`config.mk`:
```
export PLATFORM = sky130hd
export DESIGN_NAME = uart_tx_core
export DESIGN_NICKNAME = d
export VERILOG_FILES = /design/src/rtl/uart_tx_core.sv
export SDC_FILE = /design/constraint.sdc
export NUM_CORES = 1
export LEC_CHECK = 0
export CELL_PAD_IN_SITES_DETAIL_PLACEMENT = 2
export CELL_PAD_IN_SITES_GLOBAL_PLACEMENT = 2
export CORE_MARGIN = 4
export CORE_UTILIZATION = 35
export CTS_BUF_LIST = sky130_fd_sc_hd__clkbuf_4
export DETAILED_ROUTE_END_ITERATION = 6
export MAX_ROUTING_LAYER = met4
export PLACE_DENSITY = 0.83
export SLEW_MARGIN = 10
export SYNTH_ARGS = -nofsm -noshare
export SYNTH_HDL_FRONTEND = slang
export SYNTH_SLANG_ARGS = --single-unit
```
`constraint.sdc`:
```
create_clock -name clk -period 3.2 [get_ports clk]
set_input_delay 0.64 -clock clk [delete_from_list [all_inputs] [get_ports clk]]
set_output_delay 0.64 -clock clk [all_outputs]
set_load 0.005 [all_outputs]
```
`src/rtl/uart_tx_core.sv`:
```
// rtl/uart_tx_core.sv - UART transmitter on the shared 16x baud tick; parity bit optional via UART_TX_PARITY_EN
module uart_tx_core #(
  parameter int DBIT       = 8,
  parameter int SB_TICK    = 16,
  parameter int PARITY_ODD = 0
) (
  input  logic       clk,
  input  logic       PRESETn,
  input  logic       tx_en,
  input  logic       tx_rst,
  input  logic       tx_start,
  input  logic       s_tick,
  input  logic [7:0] din,
  output logic       tx,
  output logic       tx_done_tick,
  output logic       tx_busy
);

  localparam int SW = (SB_TICK > 1) ? $clog2(SB_TICK) : 1;
  localparam int NW = (DBIT > 1) ? $clog2(DBIT) : 1;
  localparam logic [SW-1:0] S_LAST = SW'(SB_TICK - 1);
  localparam logic [NW-1:0] N_LAST = NW'(DBIT - 1);

  typedef enum logic [2:0] {
    ST_IDLE,
    ST_START,
    ST_DATA,
`ifdef UART_TX_PARITY_EN
    ST_PARITY,
`endif
    ST_STOP
  } state_e;

  state_e          state_q, state_d;
  logic [SW-1:0]   s_q, s_d;
  logic [NW-1:0]   n_q, n_d;
  logic [7:0]      b_q, b_d;
  logic            tx_q, tx_d;
  logic            done_q, done_d;
  logic            busy_q, busy_d;
`ifdef UART_TX_PARITY_EN
  logic            par_q, par_d;
`endif

  // Out-of-range parameters leave nothing sensible to build.
  if (DBIT < 5 || DBIT > 8 || SB_TICK < 2 || PARITY_ODD < 0 || PARITY_ODD > 1) begin : g_bad_params
  end

  always_comb begin
    state_d = state_q;
    s_d     = s_q;
    n_d     = n_q;
    b_d     = b_q;
    done_d  = 1'b0;
`ifdef UART_TX_PARITY_EN
    par_d   = par_q;
`endif
    case (state_q)
      ST_IDLE: begin
        if (tx_start) begin
          b_d     = din;
          s_d     = '0;
          state_d = ST_START;
`ifdef UART_TX_PARITY_EN
          par_d   = (^din[DBIT-1:0]) ^ PARITY_ODD[0];
`endif
        end
      end
      ST_START: begin
        if (s_tick) begin
          if (s_q == S_LAST) begin
            s_d     = '0;
            n_d     = '0;
            state_d = ST_DATA;
          end else begin
            s_d = s_q + 1'b1;
          end
        end
      end
      ST_DATA: begin
        if (s_tick) begin
          if (s_q == S_LAST) begin
            s_d = '0;
            b_d = b_q >> 1;
            if (n_q == N_LAST) begin
`ifdef UART_TX_PARITY_EN
              state_d = ST_PARITY;
`else
              state_d = ST_STOP;
`endif
            end else begin
              n_d = n_q + 1'b1;
            end
          end else begin
            s_d = s_q + 1'b1;
          end
        end
      end
`ifdef UART_TX_PARITY_EN
      ST_PARITY: begin
        if (s_tick) begin
          if (s_q == S_LAST) begin
            s_d     = '0;
            state_d = ST_STOP;
          end else begin
            s_d = s_q + 1'b1;
          end
        end
      end
`endif
      ST_STOP: begin
        if (s_tick) begin
          if (s_q == S_LAST) begin
            s_d     = '0;
            done_d  = 1'b1;
            state_d = ST_IDLE;
          end else begin
            s_d = s_q + 1'b1;
          end
        end
      end
      default: state_d = ST_IDLE;
    endcase

    // Line value follows the state being entered, so tx drops on the accepting edge.
    busy_d = (state_d != ST_IDLE);
    case (state_d)
      ST_START:  tx_d = 1'b0;
      ST_DATA:   tx_d = b_d[0];
`ifdef UART_TX_PARITY_EN
      ST_PARITY: tx_d = par_q;
`endif
      default:   tx_d = 1'b1;
    endcase
  end

  always_ff @(posedge clk) begin
    if (!PRESETn || tx_rst || !tx_en) begin
      state_q <= ST_IDLE;
      s_q     <= '0;
      n_q     <= '0;
      b_q     <= '0;
      tx_q    <= 1'b1;
      done_q  <= 1'b0;
      busy_q  <= 1'b0;
`ifdef UART_TX_PARITY_EN
      par_q   <= 1'b0;
`endif
    end else begin
      state_q <= state_d;
      s_q     <= s_d;
      n_q     <= n_d;
      b_q     <= b_d;
      tx_q    <= tx_d;
      done_q  <= done_d;
      busy_q  <= busy_d;
`ifdef UART_TX_PARITY_EN
      par_q   <= par_d;
`endif
    end
  end

  assign tx           = tx_q;
  assign tx_done_tick = done_q;
  assign tx_busy      = busy_q;

endmodule
```
==> flow_metrics.py, run 1 <==
metrics = {
    "worst_setup_path": {
        "path_max_fanout": 8,
        "arrival_ns": 2.42,
        "required_ns": 3.43,
        "crit_chain": "clkdlybuf4s50_1, nand4_1, a211oi_2, nand4_1, a21oi_1",
        "reg2reg_slack_ns": 1.05,
        "slowest_delay_ns": 0.54,
        "critPathKind": "input port to register",
        "reg2reg_depth": 4,
        "crit_top_cell": "nand4_1",
        "critPathLaunchType": "input port",
        "worst_path_max_delay_cell": "clkdlybuf4s50_1",
        "critPathCaptureType": "register",
    },
    "cells_and_area": {
        "syn2layout_area_growth_pct": 20.2,
        "diodes": 0,
        "layout-drive-gt1-share": 0.0732,
        "fin_nets": 141,
    },
    "placed_design": {
        "portBuffers": 16,
        "gp_congestion": 0.800,
        "dp_hpwl_um": 2050,
    },
    "grt": {
        "gr-total-overflow": 0,
        "track_usage": 0.162,
        "grt_max_degree": 19,
        "grt_pass1_wl_um": 4530,
        "antenna_found_initial": 0,
        "grt_pass1_vias": 1001,
    },
    "outcome": {
        "status": "finished clean",
    },
    "sta": {
        "period_needed_ns": 2.19,
        "period_share": 0.684,
        "setup_violations": 0,
        "tns_ns": 0,
        "clock_skew_ns": 0.0101,
        "drv_slew": 0,
        "clock.fmax_mhz": 457,
        "worst_pin_slew_ns": 0.876,
        "rsz0062_at_grt": "no",
        "hold_viol": 0,
        "slew_headroom": 0.414,
    },
    "route": {
        "met3WireLength_um": 100,
        "highest_layer": "met4",
        "wl_per_cell_um": 17.9,
        "wl_um": 2760,
        "viasPerCell": 5.97,
        "met1Wirelength_um": 1270,
        "antenna_left": 0,
        "wl_met2_um": 1370,
        "first_pass_iters": 4,
        "num_vias": 919,
        "drc": 0,
        "drtIter0Drc": 39,
    },
    "cts": {
        "cts_resized": 0,
        "h-tree-depth": 1,
        "max-clock-path-buffers": 2,
        "post_cts_buffers": 0,
        "cts_root_buf": "clkbuf_4",
        "path_clk_slew_ns": 0.13,
        "cts_buffers": 3,
        "clock_latency_ns": 0.30,
        "cts-hold-fix-buffers": 0,
        "cts_sinks": 21,
        "tritoncts": "done",
    },
    "logic_synthesis": {
        "syn_area_per_cell_um2": 9.27,
        "netlist_area_mm2": 0.00101,
        "synth_cell_type_count": 36,
        "syn_nets": 126,
        "yosys_warnings": 0,
        "yosysSeqAreaShare": 0.416,
        "ys_seq_elements": 21,
        "syn_inst": 109,
    },
    "power": {
        "finalPower_uw": 441,
        "p_leak_uw": 0.000397,
        "p_int_uw": 335,
        "power_frac_comb": 0.099,
        "p_switching_uw": 106,
        "p_sw_frac": 0.240,
        "pwr_density_cell_mw_per_mm2": 363,
        "ir_drop_uv": 194,
        "clockPowerShare": 0.293,
        "seqPwrFrac": 0.609,
    },
    "floorplanning": {
        "dieArea_mm2": 0.00381,
        "die_x_um": 61.7,
        "ios": 17,
        "core_mm2": 0.00276,
        "start_util": 0.367,
        "fp.dieH_um": 61.7,
        "std_cell_rows": 19,
    },
    "min_path": {
        "hold_depth": 2,
        "hp-class": "register to register",
    },
    "run": {
        "cap_violations": 0,
    },
}
==> cell usage after synthesis <==
master	instances	share of area
buf_2	3	0.015
inv_1	2	0.0074
nor4b_4	1	0.024
o21ai_0	3	0.015
dfxtp_1	21	0.42
and4_1	2	0.017
nand3_1	2	0.0099
a31oi_1	1	0.0062
conb_1	1	0.0037
xnor2_1	2	0.017
nand2_1	4	0.015
nand2b_1	3	0.019
nor3b_1	1	0.0074
nor3_1	3	0.015
nand4_1	4	0.025
or3b_1	2	0.017
a32oi_1	1	0.0087
nor2_1	12	0.045
nand3b_1	2	0.015
a21o_1	1	0.0074
a22oi_1	1	0.0074
a31o_2	1	0.0087
o32ai_1	6	0.052
a211oi_1	6	0.045
clkbuf_1	4	0.015
a21oi_1	5	0.025
a211oi_2	2	0.025
a211o_1	1	0.0087
a311oi_1	1	0.0087
a221oi_1	1	0.0087
o311a_1	1	0.0099
nor4_1	2	0.012
ha_1	3	0.037
and2_1	1	0.0062
mux2i_1	2	0.020
a21boi_0	1	0.0074
==> power groups by stage <==
stage | combinational (uW) | sequential (uW) | clock, uW
final | 43.4 | 268 | 129
after global routing | 47.1 | 269 | 146
after CTS | 43.7 | 268 | 133
after detailed placement | 43.6 | 274 | 0
after global placement | 41.9 | 274 | 0
after floorplan | 22.5 | 271 | 0
==> path summary, 6_finish.rpt <==
check | startpoint | to
setup / recovery | s_tick | n_q[2]$_SDFFE_PP0P_
hold / removal | s_q[0]$_SDFFE_PP0P_ | s_q[0]$_SDFFE_PP0P_
setup reg to reg | state_q[2]$_SDFF_PP0_ | tx$_SDFF_PP1_
hold reg to reg | s_q[0]$_SDFFE_PP0P_ | s_q[0]$_SDFFE_PP0P_
==> final cells by class <==
cell class / instances / area [um^2]
Inverter: 2 / 7.51
Timing Repair Buffer: 17 / 168
Multi-Input combinational cell: 79 / 553
Fill cell: 303 / 1540
Sequential cell: 21 / 420
Tap cell: 31 / 38.8
Clock buffer: 3 / 22.5
Clock inverter: 1 / 5.00
==> critical path: cells and delay by family <==
family / cells / cell delay, ns
simple gates: 2 / 0.54
buf+inv: 1 / 0.54
compound gates: 2 / 0.70
==> registers in the layout, summed over array words and instances, names as in the netlist <==
| register | cells |
|---|---|
| tx_done_tick | 1 |
| s_q | 4 |
| tx | 1 |
| n_q | 3 |
| state_q | 3 |
| tx_busy | 1 |
| b_q | 8 |
==> cell families after synthesis <==
| logic type | share of synthesized area |
|---|---|
| xor+xnor | 0.0173 |
| simple gates | 0.226 |
| mux | 0.0198 |
| buf+inv | 0.0371 |
| compound gates | 0.243 |
| fa+ha+maj | 0.0371 |
| flops | 0.416 |
| other cells | 0.00371 |
==> metrics by stage <==
stage / utilization / hold WS (ns) / worst slack (ns) / cell area, um^2 / cells
floorplan: - / 0.450 / 1.46 / 1010 / 109
global placement: 0.431 / 0.459 / 0.728 / 1190 / 150
detailed placement: 0.431 / 0.498 / 0.709 / 1190 / 150
CTS: 0.441 / 0.516 / 1.02 / 1210 / 154
global route: 0.441 / 0.544 / 0.875 / 1210 / 154
finish: 0.441 / 0.512 / 1.01 / 1210 / 154
==> layout by cell type, fill, tap and decap left out <==
cell type	count
dfxtp_1	21
clkdlybuf4s50_1	16
nor2_1	12
o32ai_1	6
a211oi_1	6
a21oi_1	5
nand4_1	4
nand2_1	4
nor3_1	3
o21ai_0	3
nand2b_1	3
ha_1	3
clkbuf_4	3
inv_1	2
nand3b_1	2
and4_1	2
xnor2_1	2
or3b_1	2
a211oi_2	2
nand3_1	2
nor4_1	2
mux2i_1	2
nor4b_4	1
a31o_2	1
a21boi_0	1
nor3b_1	1
and2_1	1
a311oi_1	1
a21o_1	1
a31oi_1	1
a22oi_1	1
a221oi_1	1
a211o_1	1
a32oi_1	1
o311a_1	1
clkinv_2	1
buf_4	1
conb_1	1
==> metal layers <==
metal  up-vias  GRT usage
met5         -          -
met4         0     0.0364
met3         4     0.0289
met2        16      0.283
met1       455      0.194
li1        444          -
Note: power is estimated with default switching activity, not from simulation.
==> run 2, diff against run 1 <==
--- a/config.mk
+++ b/config.mk
@@ -8,11 +8,11 @@
 export CELL_PAD_IN_SITES_DETAIL_PLACEMENT = 2
 export CELL_PAD_IN_SITES_GLOBAL_PLACEMENT = 2
 export CORE_MARGIN = 4
-export CORE_UTILIZATION = 35
+export CORE_UTILIZATION = 33
 export CTS_BUF_LIST = sky130_fd_sc_hd__clkbuf_4
 export DETAILED_ROUTE_END_ITERATION = 6
 export MAX_ROUTING_LAYER = met4
-export PLACE_DENSITY = 0.83
+export PLACE_DENSITY = 0.78
 export SLEW_MARGIN = 10
 export SYNTH_ARGS = -nofsm -noshare
 export SYNTH_HDL_FRONTEND = slang
==> constraint.sdc (replaced) <==
create_clock -name clk -period 2.15 [get_ports clk]
set_input_delay 0.43 -clock clk [delete_from_list [all_inputs] [get_ports clk]]
set_output_delay 0.43 -clock clk [all_outputs]
set_load 0.005 [all_outputs]
==> run 2 against run 1 <==
Net effect:
- first-iteration DRC count shrank 74%
- core utilization shrank 0.065 points
- setup slack lost 0.75 ns
- routed wire length shrank 1.6%
- sequential cell count is the same
- clock skew shrank 0.0082 ns
- clock-buffer cell count grew 1
- non-clock buffer count grew 5
- critical path depth grew 1
- sequential power grew 49%
- die area grew 5.3%
- critical endpoint is now n_q[0]$_SDFFE_PP0P_
- largest cell class unchanged
- highest routed layer unchanged
==> flow_metrics.py, run 2 (synthesized netlist as in run 1, its figures left out) <==
metrics = {
    "worst_setup_path": {
        "crit_chain": "ha_1, ha_1, or3b_1, a211oi_2, mux2i_1, nor2_1",
        "crit_top_cell": "ha_1",
        "critPathCaptureType": "register",
        "path_max_fanout": 5,
        "worst_path_max_delay_cell": "or3b_1",
        "critPathKind": "register to register",
        "slowest_delay_ns": 0.38,
        "required_ns": 2.37,
        "critPathTopFamily": "simple AND/OR/NAND/NOR gates",
        "arrival_ns": 2.11,
        "critPathLaunchType": "register",
        "worst-path-buf-inv": 0,
    },
    "cts": {
        "cts_root_buf": "clkbuf_4",
        "post_cts_buffers": 0,
        "max-clock-path-buffers": 2,
        "cts_resized": 0,
        "h-tree-depth": 1,
        "tritoncts": "done",
        "cts_sinks": 21,
        "path_clk_slew_ns": 0.12,
        "cts-hold-fix-buffers": 0,
        "cts_buffers": 3,
        "clock_latency_ns": 0.31,
    },
    "cells_and_area": {
        "mostFrequentLayoutCells": "dfxtp_1, clkdlybuf4s50_1, nor2_1",
        "largest_register_ffs": 8,
        "final_area_mm2": 0.00125,
        "regMostFlops": "b_q",
        "fin_nets": 146,
        "diodes": 0,
        "layout-drive-gt1-share": 0.109,
        "final_util": 0.440,
        "final_common_cell": "dfxtp_1",
        "largestRegisters": "b_q x8, s_q x4",
        "syn2layout_area_growth_pct": 24.1,
    },
    "grt": {
        "grt_pass1_wl_um": 4770,
        "grt_pass1_vias": 1044,
        "track_usage": 0.152,
        "antenna_found_initial": 0,
        "gr-total-overflow": 0,
        "grt_max_degree": 18,
    },
    "sta": {
        "drv_slew": 0,
        "rsz0062_at_grt": "no",
        "setup_violations": 0,
        "timing.hold.ws_ns": 0.494,
        "tns_ns": 0,
        "hold_viol": 0,
        "period_needed_ns": 1.89,
        "period_share": 0.879,
        "clock.fmax_mhz": 529,
        "clock_skew_ns": 0.00198,
    },
    "power": {
        "p_int_uw": 517,
        "p_leak_uw": 0.000422,
        "seqPwrFrac": 0.586,
        "ir_drop_uv": 215,
        "p_sw_frac": 0.241,
        "clockPowerShare": 0.316,
        "p_switching_uw": 164,
        "pwr_density_cell_mw_per_mm2": 543,
        "finalPower_uw": 681,
        "power_frac_comb": 0.098,
    },
    "outcome": {
        "status": "finished clean",
    },
    "floorplanning": {
        "dieArea_mm2": 0.00401,
        "core_mm2": 0.00285,
        "start_util": 0.354,
        "die_x_um": 63.4,
        "fp.dieH_um": 63.4,
        "std_cell_rows": 19,
        "ios": 17,
    },
    "route": {
        "first_pass_iters": 2,
        "drtIter0Drc": 10,
        "viasPerCell": 5.88,
        "wl_per_cell_um": 17.1,
        "wl_um": 2710,
        "drc": 0,
        "antenna_left": 0,
        "num_vias": 935,
    },
    "placed_design": {
        "portBuffers": 16,
        "dp_hpwl_um": 2050,
        "gp_congestion": 0.884,
        "post_dp_cell_area_mm2": 0.00122,
    },
    "run": {
        "cap_violations": 0,
    },
    "min_path": {
        "hp-class": "register to register",
    },
}
## run 2: path summary, 6_finish.rpt
kind,start,end,slack (ns),depth (start not counted)
max reg2reg,n_q[0]$_SDFFE_PP0P_,n_q[0]$_SDFFE_PP0P_,0.26,6
min,n_q[1]$_SDFFE_PP0P_,n_q[1]$_SDFFE_PP0P_,0.49,2
min reg2reg,n_q[1]$_SDFFE_PP0P_,n_q[1]$_SDFFE_PP0P_,0.49,2
max,n_q[0]$_SDFFE_PP0P_,n_q[0]$_SDFFE_PP0P_,0.26,6
## run 2: per-layer routing
metal	share of wire	vias to the layer above	track usage
met5	0	-	-
met4	0.015	0	0.0566
li1	-	453	-
met2	0.50	17	0.266
met1	0.45	460	0.171
met3	0.034	5	0.0266
## run 2: cell type report
class | instances | area, um^2
flip-flops and latches | 21 | 420
repair buffers | 22 | 205
well taps | 31 | 38.8
clock buffers | 4 | 30.0
multi-input cells | 79 | 553
fillers | 314 | 1600
inverters | 2 | 7.51
## run 2: tightest hold or removal path: stages, from the launching register on
cell and delay [ns]:
dfxtp_1 0.34, nand2b_1 0.07, a21oi_1 0.06
## run 2: power groups by stage
stage	combinational (uW)	clock, uW	sequential [uW]
floorplan	33.5	0	403
global placement	65.9	0	408
detailed placement	68.1	0	408
CTS	68.4	223	399
global route	72.5	246	401
finish	67.1	215	399
## run 2: per-stage QoR
stage,instances,setup WS (ns)
floorplan,109,0.407
global placement,155,0.182
detailed placement,155,0.0659
CTS,159,0.236
global route,159,0.140
finish,159,0.260
